===== config.mk =====
export PLATFORM = sky130hd
export DESIGN_NAME = prog_encoder
export DESIGN_NICKNAME = d
export VERILOG_FILES = /design/src/rtl/prog_encoder.sv
export SDC_FILE = /design/constraint.sdc
export NUM_CORES = 1
export LEC_CHECK = 0
export CAP_MARGIN = 20
export CORE_MARGIN = 1
export CORE_UTILIZATION = 50
export DETAILED_ROUTE_END_ITERATION = 10
export HOLD_SLACK_MARGIN = 0.1
export PLACE_DENSITY = 0.88
export SYNTH_ARGS = -nofsm -noshare
export SYNTH_HDL_FRONTEND = slang
export SYNTH_SLANG_ARGS = --single-unit

===== constraint.sdc =====
create_clock -name clk -period 6.6 [get_ports clk]
set_input_delay 1.65 -clock clk [delete_from_list [all_inputs] [get_ports clk]]
set_output_delay 1.65 -clock clk [all_outputs]
set_load 0.05 [all_outputs]

===== src/rtl/prog_encoder.sv =====
// prog_encoder: packs decoded control vectors into 9-bit instruction words
// {opcode[2:0], operand[5:0]} and writes them to instruction memory at
// consecutive addresses starting from BASE.
// Optional feature macro: PROG_ENC_HALT_APPEND_EN. When it is defined, an
// unconditional branch-to-self (9'b110_000000) is appended after the last word.
module prog_encoder #(
   parameter int AW   = 8,
   parameter int BASE = 0
) (
   input  logic          clk,
   input  logic          reset,
   input  logic          start,
   input  logic          in_valid,
   output logic          in_ready,
   input  logic          in_last,
   input  logic [2:0]    alu_op,
   input  logic          reg_write,
   input  logic          mem_read,
   input  logic          mem_write,
   input  logic          branch,
   input  logic          branch_conditional,
   input  logic [5:0]    operand,
   output logic          im_we,
   output logic [AW-1:0] im_addr,
   output logic [8:0]    im_wdata,
   output logic          busy,
   output logic          done,
   output logic          err,
   output logic [1:0]    err_code,
   output logic [AW:0]   count
);

`ifdef PROG_ENC_HALT_APPEND_EN
   typedef enum logic [2:0] {S_IDLE, S_LOAD, S_HALT, S_DONE, S_ERR} state_t;
`else
   typedef enum logic [2:0] {S_IDLE, S_LOAD, S_DONE, S_ERR} state_t;
`endif

   localparam logic [8:0] HALT_WORD = 9'b110_000000;

   state_t        r_state;
   logic [AW-1:0] r_addr;      // next address to be written
   logic [AW:0]   r_count;
   logic          r_we;
   logic [AW-1:0] r_im_addr;
   logic [8:0]    r_im_wdata;
   logic          r_done;
   logic          r_err;
   logic [1:0]    r_err_code;
   logic [1:0]    r_code;      // error cause latched on entry to ERR

   logic [2:0]    w_opcode;
   logic          w_legal;
   logic          w_at_top;

   // Encode the control vector; anything outside the listed combinations is illegal
   always_comb begin
      w_opcode = 3'b000;
      w_legal  = 1'b0;
      if (alu_op > 3'd3) begin
         w_legal = 1'b0;
      end else if (reg_write && !mem_read && !mem_write && !branch && !branch_conditional) begin
         w_opcode = {1'b0, alu_op[1:0]};
         w_legal  = 1'b1;
      end else if (reg_write && mem_read && !mem_write && !branch && !branch_conditional) begin
         w_opcode = 3'b100;
         w_legal  = 1'b1;
      end else if (!reg_write && !mem_read && mem_write && !branch && !branch_conditional) begin
         w_opcode = 3'b101;
         w_legal  = 1'b1;
      end else if (!reg_write && !mem_read && !mem_write && branch) begin
         w_opcode = {2'b11, branch_conditional};
         w_legal  = 1'b1;
      end
   end

   assign w_at_top = (r_addr == {AW{1'b1}});

   // Load FSM: handshake, memory write port, status flags and word counter
   always_ff @(posedge clk) begin
      if (reset) begin
         r_state    <= S_IDLE;
         r_addr     <= AW'(BASE);
         r_count    <= '0;
         r_we       <= 1'b0;
         r_im_addr  <= '0;
         r_im_wdata <= '0;
         r_done     <= 1'b0;
         r_err      <= 1'b0;
         r_err_code <= 2'b00;
         r_code     <= 2'b00;
      end else begin
         r_we <= 1'b0;
         case (r_state)
            S_IDLE, S_DONE, S_ERR: begin
               // Status flags rise one cycle after the terminating strobe
               if (r_state == S_DONE) r_done <= 1'b1;
               if (r_state == S_ERR) begin
                  r_err      <= 1'b1;
                  r_err_code <= r_code;
               end
               if (start) begin
                  r_state    <= S_LOAD;
                  r_addr     <= AW'(BASE);
                  r_count    <= '0;
                  r_done     <= 1'b0;
                  r_err      <= 1'b0;
                  r_err_code <= 2'b00;
               end
            end
            S_LOAD: begin
               if (in_valid) begin
                  if (w_legal) begin
                     r_we       <= 1'b1;
                     r_im_addr  <= r_addr;
                     r_im_wdata <= {w_opcode, operand};
                     r_count    <= r_count + {{AW{1'b0}}, 1'b1};
                     // Address saturates at the top instead of wrapping
                     if (!w_at_top) r_addr <= r_addr + {{(AW-1){1'b0}}, 1'b1};
                     if (in_last) begin
`ifdef PROG_ENC_HALT_APPEND_EN
                        if (w_at_top) begin
                           r_state <= S_ERR;
                           r_code  <= 2'b10;
                        end else begin
                           r_state <= S_HALT;
                        end
`else
                        r_state <= S_DONE;
`endif
                     end else if (w_at_top) begin
                        r_state <= S_ERR;
                        r_code  <= 2'b10;
                     end
                  end else begin
                     // Illegal vector: nothing written, error reported next cycle
                     r_state    <= S_ERR;
                     r_code     <= 2'b01;
                     r_err      <= 1'b1;
                     r_err_code <= 2'b01;
                  end
               end
            end
`ifdef PROG_ENC_HALT_APPEND_EN
            S_HALT: begin
               r_we       <= 1'b1;
               r_im_addr  <= r_addr;
               r_im_wdata <= HALT_WORD;
               r_count    <= r_count + {{AW{1'b0}}, 1'b1};
               if (!w_at_top) r_addr <= r_addr + {{(AW-1){1'b0}}, 1'b1};
               r_state    <= S_DONE;
            end
`endif
            default: r_state <= S_IDLE;
         endcase
      end
   end

   assign in_ready = (r_state == S_LOAD);
`ifdef PROG_ENC_HALT_APPEND_EN
   assign busy     = (r_state == S_LOAD) || (r_state == S_HALT);
`else
   assign busy     = (r_state == S_LOAD);
`endif
   assign im_we    = r_we;
   assign im_addr  = r_im_addr;
   assign im_wdata = r_im_wdata;
   assign done     = r_done;
   assign err      = r_err;
   assign err_code = r_err_code;
   assign count    = r_count;

endmodule


Word level (Yosys, flattened, before mapping)

Index checks and enable logic that the tools add are counted.

Bits of input ports: 19
Logic and storage cells: 100
Register bits: 44
Output and inout port bits: 33

Bitwise operators: 2
Muxes and demuxes: 41
Order comparisons: 1
Equality and inequality tests: 13
$add $sub $neg: 2
Reduce and logical (&&, ||, !) cells: 31

Operators with widths:

| kind                                                                    | number |
|---|---|
| 8-bit 2-to-1 mux                                                        | 4 |
| 3-bit 2-to-1 mux                                                        | 10 |
| 9-bit 2-to-1 mux                                                        | 3 |
| 9-bit case mux with 2 select lines                                      | 1 |
| 8-bit case mux with 2 select lines                                      | 1 |
| 1-bit logical AND                                                       | 14 |
| 2-bit 2-to-1 mux                                                        | 7 |
| 1-bit 2-to-1 mux                                                        | 12 |
| 4-bit AND reduction                                                     | 3 |
| 2-bit inequality test, second input constant                            | 5 |
| 9-bit by 1-bit adder with 9-bit output, second input constant           | 1 |
| 8-bit by 1-bit adder with 8-bit output, second input constant           | 1 |
| 8-bit == test, second input constant                                    | 1 |
| 3-bit by 2-bit == test with 1-bit output, second input constant         | 2 |
| 3-bit case mux with 2 select lines                                      | 1 |
| 3-bit AND reduction                                                     | 2 |
| 3-bit OR reduction                                                      | 2 |
| 1-bit logical NOT                                                       | 5 |
| 5-bit AND reduction                                                     | 1 |
| 2-bit by 1-bit inequality test with 1-bit output, second input constant | 2 |
| 4-bit by 3-bit inequality test with 1-bit output, second input constant | 1 |
| 2-bit case mux with 2 select lines                                      | 1 |
| 2-bit nonzero test                                                      | 2 |
| 3-bit by 1-bit == test with 1-bit output, second input constant         | 1 |
| other kinds (6)                                                         | 7 |

Depth between registers and ports, before layout

Gate-level depths: netlist (run 1).

Depth in word-level cells: 12
Depth in mapped cells: 7
Depth with buffers taken out: 5

Least setup slack after synthesis (run 1)

OpenSTA, ideal clock, no wires.

Path type: input to register
From: input port reg_write
To: register r_addr[6]
Slack: 3.387 ns
Stages on the path: 5
Required time: 6.512 ns
Library setup time: 0.088 ns
Buffers on the path: 1
Data arrival time: 3.124 ns
Cell sequence: or4b_4 -> o211a_4 -> buf_6 -> o41a_1 -> o32ai_2

Cells in the longest elaborated chain, start to end: 11
Elaborated cells on any way between the ends: 22
Those cells by class: 1 x eq/ne; 5 x mux; 16 x reduce/logical

Ends and longest elaborated chain:

| element                                                               | RTL line | text |
|---|---|---|
| from (decl)                                                           | 17       | `input logic reg_write,` |
| 1-bit logical NOT                                                     | 68, 71   |  |
| 1-bit logical AND                                                     | 68, 71   |  |
| 1-bit logical AND, on equally long branches (2 in series)             | 71, 68   |  |
| 1-bit 2-to-1 mux or 1-bit logical AND (tied branches)                 | 71, 68   |  |
| 1-bit 2-to-1 mux                                                      | 68       | `end else if (!reg_write && !mem_read && mem_write && !branch && !branch_conditional) begin` |
| 1-bit 2-to-1 mux                                                      | 65       | `end else if (reg_write && mem_read && !mem_write && !branch && !branch_conditional) begin` |
| 1-bit 2-to-1 mux (*)                                                  | 62       | `end else if (reg_write && !mem_read && !mem_write && !branch && !branch_conditional) begin` |
| 1-bit 2-to-1 mux (*)                                                  | 60       | `if (alu_op > 3'd3) begin` |
| 2-bit by 1-bit inequality test with 1-bit output (no source line) (*) | --       |  |
| 5-bit AND reduction (no source line) (*)                              | --       |  |
| to (signal assigned)                                                  | 83       | `r_addr <= AW'(BASE);` |
| to (signal assigned)                                                  | 104      | `r_addr <= AW'(BASE);` |
| to (signal assigned)                                                  | 119      | `if (!w_at_top) r_addr <= r_addr + {{(AW-1){1'b0}}, 1'b1};` |
| to (decl)                                                             | 42       | `logic [AW-1:0] r_addr;` |

Mark *: on every way between the ends. The rest lies on a longest branch, timed or not.
A chain may end at the register's enable or synchronous reset.

Worst setup path after layout (run 1)

From: input port reg_write
To: register r_im_wdata[6] (netlist: im_wdata[6])

Cells in the longest elaborated chain, start to end: 10
Elaborated cells on any way between the ends: 26
Those cells by class: 10 x mux; 16 x reduce/logical

Ends and longest elaborated chain:

| element                                                   | RTL line | text |
|---|---|---|
| 1-bit logical NOT                                         | 68, 71   |  |
| 1-bit logical AND                                         | 68, 71   |  |
| 1-bit logical AND, on equally long branches (2 in series) | 71, 68   |  |
| 1-bit 2-to-1 mux or 1-bit logical AND (tied branches)     | 71, 68   |  |
| 1-bit 2-to-1 mux                                          | 68       |  |
| 1-bit 2-to-1 mux                                          | 65       |  |
| 1-bit 2-to-1 mux                                          | 62       |  |
| 1-bit 2-to-1 mux                                          | 60       |  |
| 3-bit AND reduction (no source line)                      | --       |  |
| to (signal assigned)                                      | 116      | `r_im_wdata <= {w_opcode, operand};` |
| to (decl)                                                 | 46       | `logic [8:0] r_im_wdata;` |

Parallel ways exist; a longest one is shown, timed or not.

==> reports/metrics.csv, run 1 <==
stage,metric,value,unit
clock_tree,CTS tree,built,
critical_path,crit-path cells,clkdlybuf4s50_1 -> or4b_4 -> o211ai_2 -> nand2_1 -> a32o_1,
critical_path,Reg2Reg Setup Slack,4530,ps
cells_and_area,Area growth syn-to-layout,30.1,%
cells_and_area,diode count,0,
routing,DRT Pass-1 Iters,5,
clock_tree,clk buf depth,2,
routing,DR WL/cell,15.2,um
critical_path,CP Capture Type,flop,
synth,Yosys reg bits,43,
timing,clk_skew,4.45,ps
power,Worst IR Drop VDD,132,uV
placement,pre-CTS setup slack,2370,ps
critical_path,worst reg-to-reg path cell count,5,
timing,Tmin final,3940,ps
job,MaxCap Viol Count,0,
timing,final period utilization,0.597,
critical_path,CP max-delay cell,o211ai_2,
routing,vias,2183,
critical_path,critical path class,input port to flop,
global_route,largest net degree at the start of global routing,44,
synth,sequential area share after synthesis,0.403,
worst_hold_path,worst hold path type,flop to flop,
die,Chip Height,67.3,um
power,Pwr per Cell Area,207,nW/um^2
timing,hold_ws,481,ps
routing,Via-to-Cell Ratio,6.31,
die,io pins,52,
critical_path,type of origin of the critical path,input port,
timing,final hold violations,0,
timing,fmax,0.254,GHz
die,initial core utilization,0.526,
die,Core ar.,4060,um^2
cells_and_area,fin nets,316,
placement,input/output buffers,51,
routing,antenna-violating nets left,0,
clock_tree,clk root buf,clkbuf_8,
clock_tree,H-tree levels,2,
cells_and_area,most frequent cells in the layout,"51 x clkdlybuf4s50_1, 43 x dfxtp_1, 28 x a21oi_1",
routing,# DRC,0,
global_route,vias in the first global route,1973,
worst_hold_path,hold path startpoint,im_addr[1],
critical_path,RR Startpoint,r_state[0],
cells_and_area,"commonest non-fill, non-tap cell in the layout",clkdlybuf4s50_1,
synth,Post-synth ARST share,0,
clock_tree,Num CTS Buffers,5,
synth,number of flops mapped to enable cells by yosys,0,
synth,"Cell Area, Synth",2130,um^2
routing,WL final,5280,um
critical_path,CP arrival,4140,ps
global_route,total grt overflow,0,
timing,Setup TNS,0,ps
routing,Starting DRT DRC Count,160,
power,Tot Pwr,0.575,mW
die,row count,23,
timing,worst setup margin,2660,ps
critical_path,RR Endpoint,im_wdata[6],
critical_path,required time worst endpoint,6800,ps
clock_tree,total clock sinks,43,
timing,unrepaired setup endpoints after global routing,false,
synth,post-synthesis net count,274,
cells_and_area,share of cells above drive strength 1,0.0507,
synth,main flop type after synthesis,dfxtp_1,
die,die span in x,67.3,um
synth,cells after synthesis,253,
synth,Synth top area share,0.403,
cells_and_area,fill count,324,
global_route,GRT Resource Usage Total,0.249,
timing,Slew @ Worst Pin,1050,ps
synth,ranking of synthesized cells by area,"dfxtp_1 40%, a21oi_1 6.6%, nand3_1 4.9%, o21ai_1 4.0%, o31ai_1 2.8%",
worst_hold_path,hold depth,2,
run_status,status,completed,
global_route,first-pass GRT wire length,8650,um
power,P_leak,0.894,nW
timing,# setup viols final,0,
clock_tree,cts hold-fix bufs,0,
die,Die ar.,4530,um^2
critical_path,biggest cell delay along the critical path,830,ps
clock_tree,cts repair resizes,0,
synth,post-synthesis cell type with the largest combined area,dfxtp_1,
clock_tree,Post-CTS Setup Inserts,0,
synth,Syn Area/Cell,8.44,um^2
global_route,initial antenna violation count,0,
clock_tree,clk slew on worst S/H paths,80,ps
placement,global placement routability congestion,0.865,
synth,Yosys cell types,53,
worst_hold_path,Hold Path End,im_addr[1],
clock_tree,Worst-Skew Late Latency,300,ps
placement,DP HPWL,3470,um
timing,Pins Over Slew Limit,0,
synth,warnings from Yosys,0,
critical_path,Worst Path Max Fanout,25,
timing,slew margin rel.,0.299,
cells_and_area,Final Util,0.685,
## Yosys cell counts, types with 2 or more instances
cell / count
dfxtp_1: 43
a21oi_1: 28
nand3_1: 21
o21ai_1: 17
nand2_1: 15
clkbuf_1: 13
nor2_1: 12
o31ai_1: 8
inv_1: 5
nand2b_1: 5
nand4_1: 5
o211ai_1: 5
or4_1: 5
a311oi_1: 4
a31oi_1: 4
nor3_1: 4
a22oi_1: 3
and3_1: 3
mux2i_1: 3
nand3b_1: 3
o21ai_0: 3
or3_1: 3
a21o_1: 2
buf_1: 2
buf_2: 2
ha_1: 2
nand4b_1: 2
nor2b_1: 2
nor4_1: 2
o31a_1: 2
o32ai_1: 2
or4b_1: 2
## flip-flops by register name (all words and copies together), names as in the netlist
name	count
count	9
im_wdata	9
im_addr	8
r_addr	8
err_code	2
r_code	2
r_state	2
done	1
err	1
im_we	1
## cell families after synthesis
group,after synthesis,synth area share
AO/OA/AOI/OAI,92,0.289
adder cells (fa/ha/maj),2,0.0117
AND/OR/NAND/NOR,89,0.233
flip-flops,43,0.403
multiplexers,3,0.0141
buffers and inverters,24,0.0487
## how the worst max path moves through the flow
| stage | from | endpoint | slack (ps) | depth (start not counted) |
|---|---|---|---|---|
| 4_1_cts | reg_write | im_wdata[6] | 2690 | 5 |
| 6_report | reg_write | im_wdata[6] | 2660 | 5 |
| 3_3_place_gp | reg_write | im_wdata[6] | 2440 | 5 |
| 2_1_floorplan | reg_write | r_addr[6] | 3390 | 5 |
| 3_5_place_dp | reg_write | im_wdata[6] | 2370 | 5 |
| 5_1_grt | reg_write | r_addr[7] | 2470 | 5 |
## critical path: cells and delay by family
kind            cells  cell delay [ps]
compound gates      2             1150
buf+inv             1              500
simple gates        2              830
## area by class of cell
cell class | instances | area (um^2) | share of cell area
Clock buffer | 6 | 72.6 | 0.0261
Clock inverter | 2 | 60.1 | 0.0216
Inverter | 5 | 18.8 | 0.00676
Multi-Input combinational cell | 186 | 1170 | 0.421
Sequential cell | 43 | 861 | 0.310
Tap cell | 50 | 62.6 | 0.0225
Timing Repair Buffer | 54 | 533 | 0.192
## power breakdown
part / switching, mW / total, mW / internal, mW
clock network: 0.0923 / 0.244 / 0.151
registers: 0.00348 / 0.266 / 0.262
logic: 0.0420 / 0.0653 / 0.0233
total: 0.138 / 0.575 / 0.437
## metal layers
| layer | track usage | up-vias | share of wire |
|---|---|---|---|
| li1 | - | 1055 | - |
| met5 | 0 | - | 0 |
| met4 | 0.0984 | 0 | 0.015 |
| met3 | 0.0507 | 10 | 0.072 |
| met2 | 0.425 | 100 | 0.49 |
| met1 | 0.304 | 1018 | 0.42 |
## through the flow
| stage | area, um^2 | instances |
|---|---|---|
| final | 2780 | 346 |
| after global placement | 2650 | 338 |
| after detailed placement | 2650 | 338 |
| after floorplan | 2130 | 253 |
| after CTS | 2780 | 346 |
| after global routing | 2780 | 346 |
No activity file was read; power rests on OpenSTA's default activity.
==> run 2, diff against run 1 <==
CORE_UTILIZATION = 44   (was 50)
PLACE_DENSITY = 0.82   (was 0.88)
clock period = 3.3 ns   (was 6.6 ns; I/O delays follow)
==> run 2 against run 1 <==
Against the previous run: worst hold slack barely moved; highest routed layer unchanged; clock skew is 8.4 ps higher; final area unchanged; wire length grew 1.2%; setup slack lost 2200 ps; cell count rose by 2.3%; non-clock buffer count rose by 6; global-route usage shrank 3.0 points; first-iteration DRC count fell by 32%.
==> reports/metrics.csv, run 2 (same netlist as run 1, synthesis figures left out) <==
stage,metric,value,unit,change
cells_and_area,fill count,398,,was 324
cells_and_area,fin nets,322,,was 316
timing,Slew @ Worst Pin,525,ps,was 1050 ps
cells_and_area,most frequent cells in the layout,"51 x clkdlybuf4s50_1, 43 x dfxtp_1, 28 x a21oi_1",,unchanged
critical_path,CP max-delay cell,clkdlybuf4s50_1,,was o211ai_2
global_route,GRT Resource Usage Total,0.219,,was 0.249
clock_tree,clk slew on worst S/H paths,90,ps,was 80 ps
worst_hold_path,worst hold path type,flop to flop,,unchanged
timing,Pins Over Slew Limit,0,,unchanged
cells_and_area,Area growth syn-to-layout,30.1,%,unchanged
die,die span in x,71.7,um,was 67.3 um
cells_and_area,share of cells above drive strength 1,0.0695,,was 0.0507
power,Worst IR Drop VDD,187,uV,was 132 uV
job,MaxCap Viol Count,0,,unchanged
placement,input/output buffers,51,,unchanged
clock_tree,cts hold-fix bufs,0,,unchanged
critical_path,total buffers and inverters traversed by the critical path,2,,was 1
power,Net Sw Frac,0.274,,was 0.240
global_route,initial antenna violation count,0,,unchanged
timing,unrepaired setup endpoints after global routing,false,,unchanged
clock_tree,Post-CTS Setup Inserts,0,,unchanged
global_route,total grt overflow,0,,unchanged
die,initial core utilization,0.474,,was 0.526
critical_path,CP Capture Type,output port,,was flop
clock_tree,H-tree levels,2,,unchanged
die,io pins,52,,unchanged
critical_path,type of origin of the critical path,flop,,was input port
power,P_leak,0.899,nW,was 0.894 nW
critical_path,CP top delay family,buffers and inverters,,was compound AO/OA/AOI/OAI gates
timing,fmax,0.349,GHz,
cells_and_area,"commonest non-fill, non-tap cell in the layout",clkdlybuf4s50_1,,unchanged
global_route,largest net degree at the start of global routing,38,,was 44
clock_tree,clk buf depth,2,,unchanged
routing,DRT Pass-1 Iters,4,,was 5
routing,antenna-violating nets left,0,,unchanged
timing,slew margin rel.,0.649,,was 0.299
critical_path,required time worst endpoint,2470,ps,was 6800 ps
critical_path,Worst Path Max Fanout,8,,was 25
power,Clk pwr share,0.329,,was 0.424
power,power share of the combinational group,0.137,,was 0.114
routing,DR WL/cell,15.1,um,was 15.2 um
timing,Tmin final,2860,ps,
cells_and_area,diode count,0,,unchanged
clock_tree,cts repair resizes,0,,unchanged
routing,# DRC,0,,unchanged
global_route,vias in the first global route,1998,,was 1973
timing,final hold violations,0,,unchanged
critical_path,crit-path cells,nand2b_1 -> inv_1 -> clkdlybuf4s50_1,,was clkdlybuf4s50_1 -> or4b_4 -> o211ai_2 -> nand2_1 -> a32o_1
global_route,first-pass GRT wire length,9120,um,was 8650 um
timing,# setup viols final,0,,unchanged
critical_path,CP arrival,2040,ps,was 4140 ps
die,Chip Height,71.7,um,was 67.3 um
die,Core ar.,4500,um^2,was 4060 um^2
die,row count,24,,was 23
routing,WL final,5340,um,was 5280 um
clock_tree,Worst-Skew Late Latency,300,ps,about the same
cells_and_area,Final Util,0.617,,was 0.685
critical_path,critical path class,flop to output port,,was input port to flop
timing,final period utilization,0.867,,
run_status,status,completed,,unchanged
power,switching power,0.273,mW,was 0.138 mW
placement,global placement routability congestion,0.893,,was 0.865
clock_tree,CTS tree,built,,unchanged
routing,vias,2185,,was 2183
clock_tree,Num CTS Buffers,5,,unchanged
clock_tree,clk root buf,clkbuf_8,,unchanged
power,sequential power share,0.533,,was 0.463
power,Pwr per Cell Area,359,nW/um^2,was 207 nW/um^2
routing,Starting DRT DRC Count,109,,was 160
routing,Via-to-Cell Ratio,6.17,,was 6.31
placement,DP HPWL,3650,um,was 3470 um
critical_path,biggest cell delay along the critical path,870,ps,was 830 ps
clock_tree,total clock sinks,43,,unchanged
power,Int Power,0.724,mW,was 0.437 mW
timing,Setup TNS,0,ps,unchanged
timing,clk_skew,12.9,ps,was 4.45 ps
die,Die ar.,5130,um^2,was 4530 um^2
[run 2: per-stage QoR]
| step | setup slack, ps | area, um^2 | hold WS [ps] | total power, mW | cells |
|---|---|---|---|---|---|
| detailed placement | 264 | 2690 | 469 | 0.680 | 346 |
| global route | 345 | 2780 | 511 | 1.03 | 354 |
| CTS | 475 | 2780 | 480 | 1.00 | 354 |
| global placement | 295 | 2690 | 459 | 0.678 | 346 |
| finish | 439 | 2780 | 481 | 0.997 | 354 |
| floorplan | 912 | 2130 | 448 | 0.625 | 253 |
[run 2: worst reg2reg max path, cell delays in order (launching register included)]
cell	delay, ps
dfxtp_1	450
ha_1	260
and3_1	240
a21o_1	290
o21ai_1	150
a221oi_1	300
[run 2: cell type report]
type	instances	area [um^2]	share of cell area
clock buffer	6	72.6	0.0261
clock inverter	2	12.5	0.00450
tap	52	65.1	0.0234
multi-input combinational	186	1170	0.421
timing repair buffer	60	578	0.208
inverter	5	18.8	0.00676
sequential	43	861	0.310
[run 2: power by group through the flow]
| stage | logic (mW) | clock network, mW | registers, mW |
|---|---|---|---|
| after floorplan | 0.0732 | 0 | 0.552 |
| after global placement | 0.134 | 0 | 0.543 |
| after detailed placement | 0.136 | 0 | 0.544 |
| after CTS | 0.137 | 0.334 | 0.531 |
| after global routing | 0.149 | 0.352 | 0.533 |
| final | 0.137 | 0.328 | 0.532 |
[run 2: final timing paths]
path	from	to	slack [ps]	depth (start not counted)
max	r_state[0]	in_ready	440	3
min	im_addr[2]	im_addr[2]	480	2
min reg2reg	im_addr[2]	im_addr[2]	480	2
max reg2reg	r_addr[0]	r_addr[7]	1510	5
[run 2: routing by layer]
metal	global-route usage	share of wire	up-vias
met1	0.285	0.45	1021
met5	0	0	-
li1	-	-	1070
met3	0.0506	0.069	8
met4	0.0458	0.0099	0
met2	0.374	0.47	86
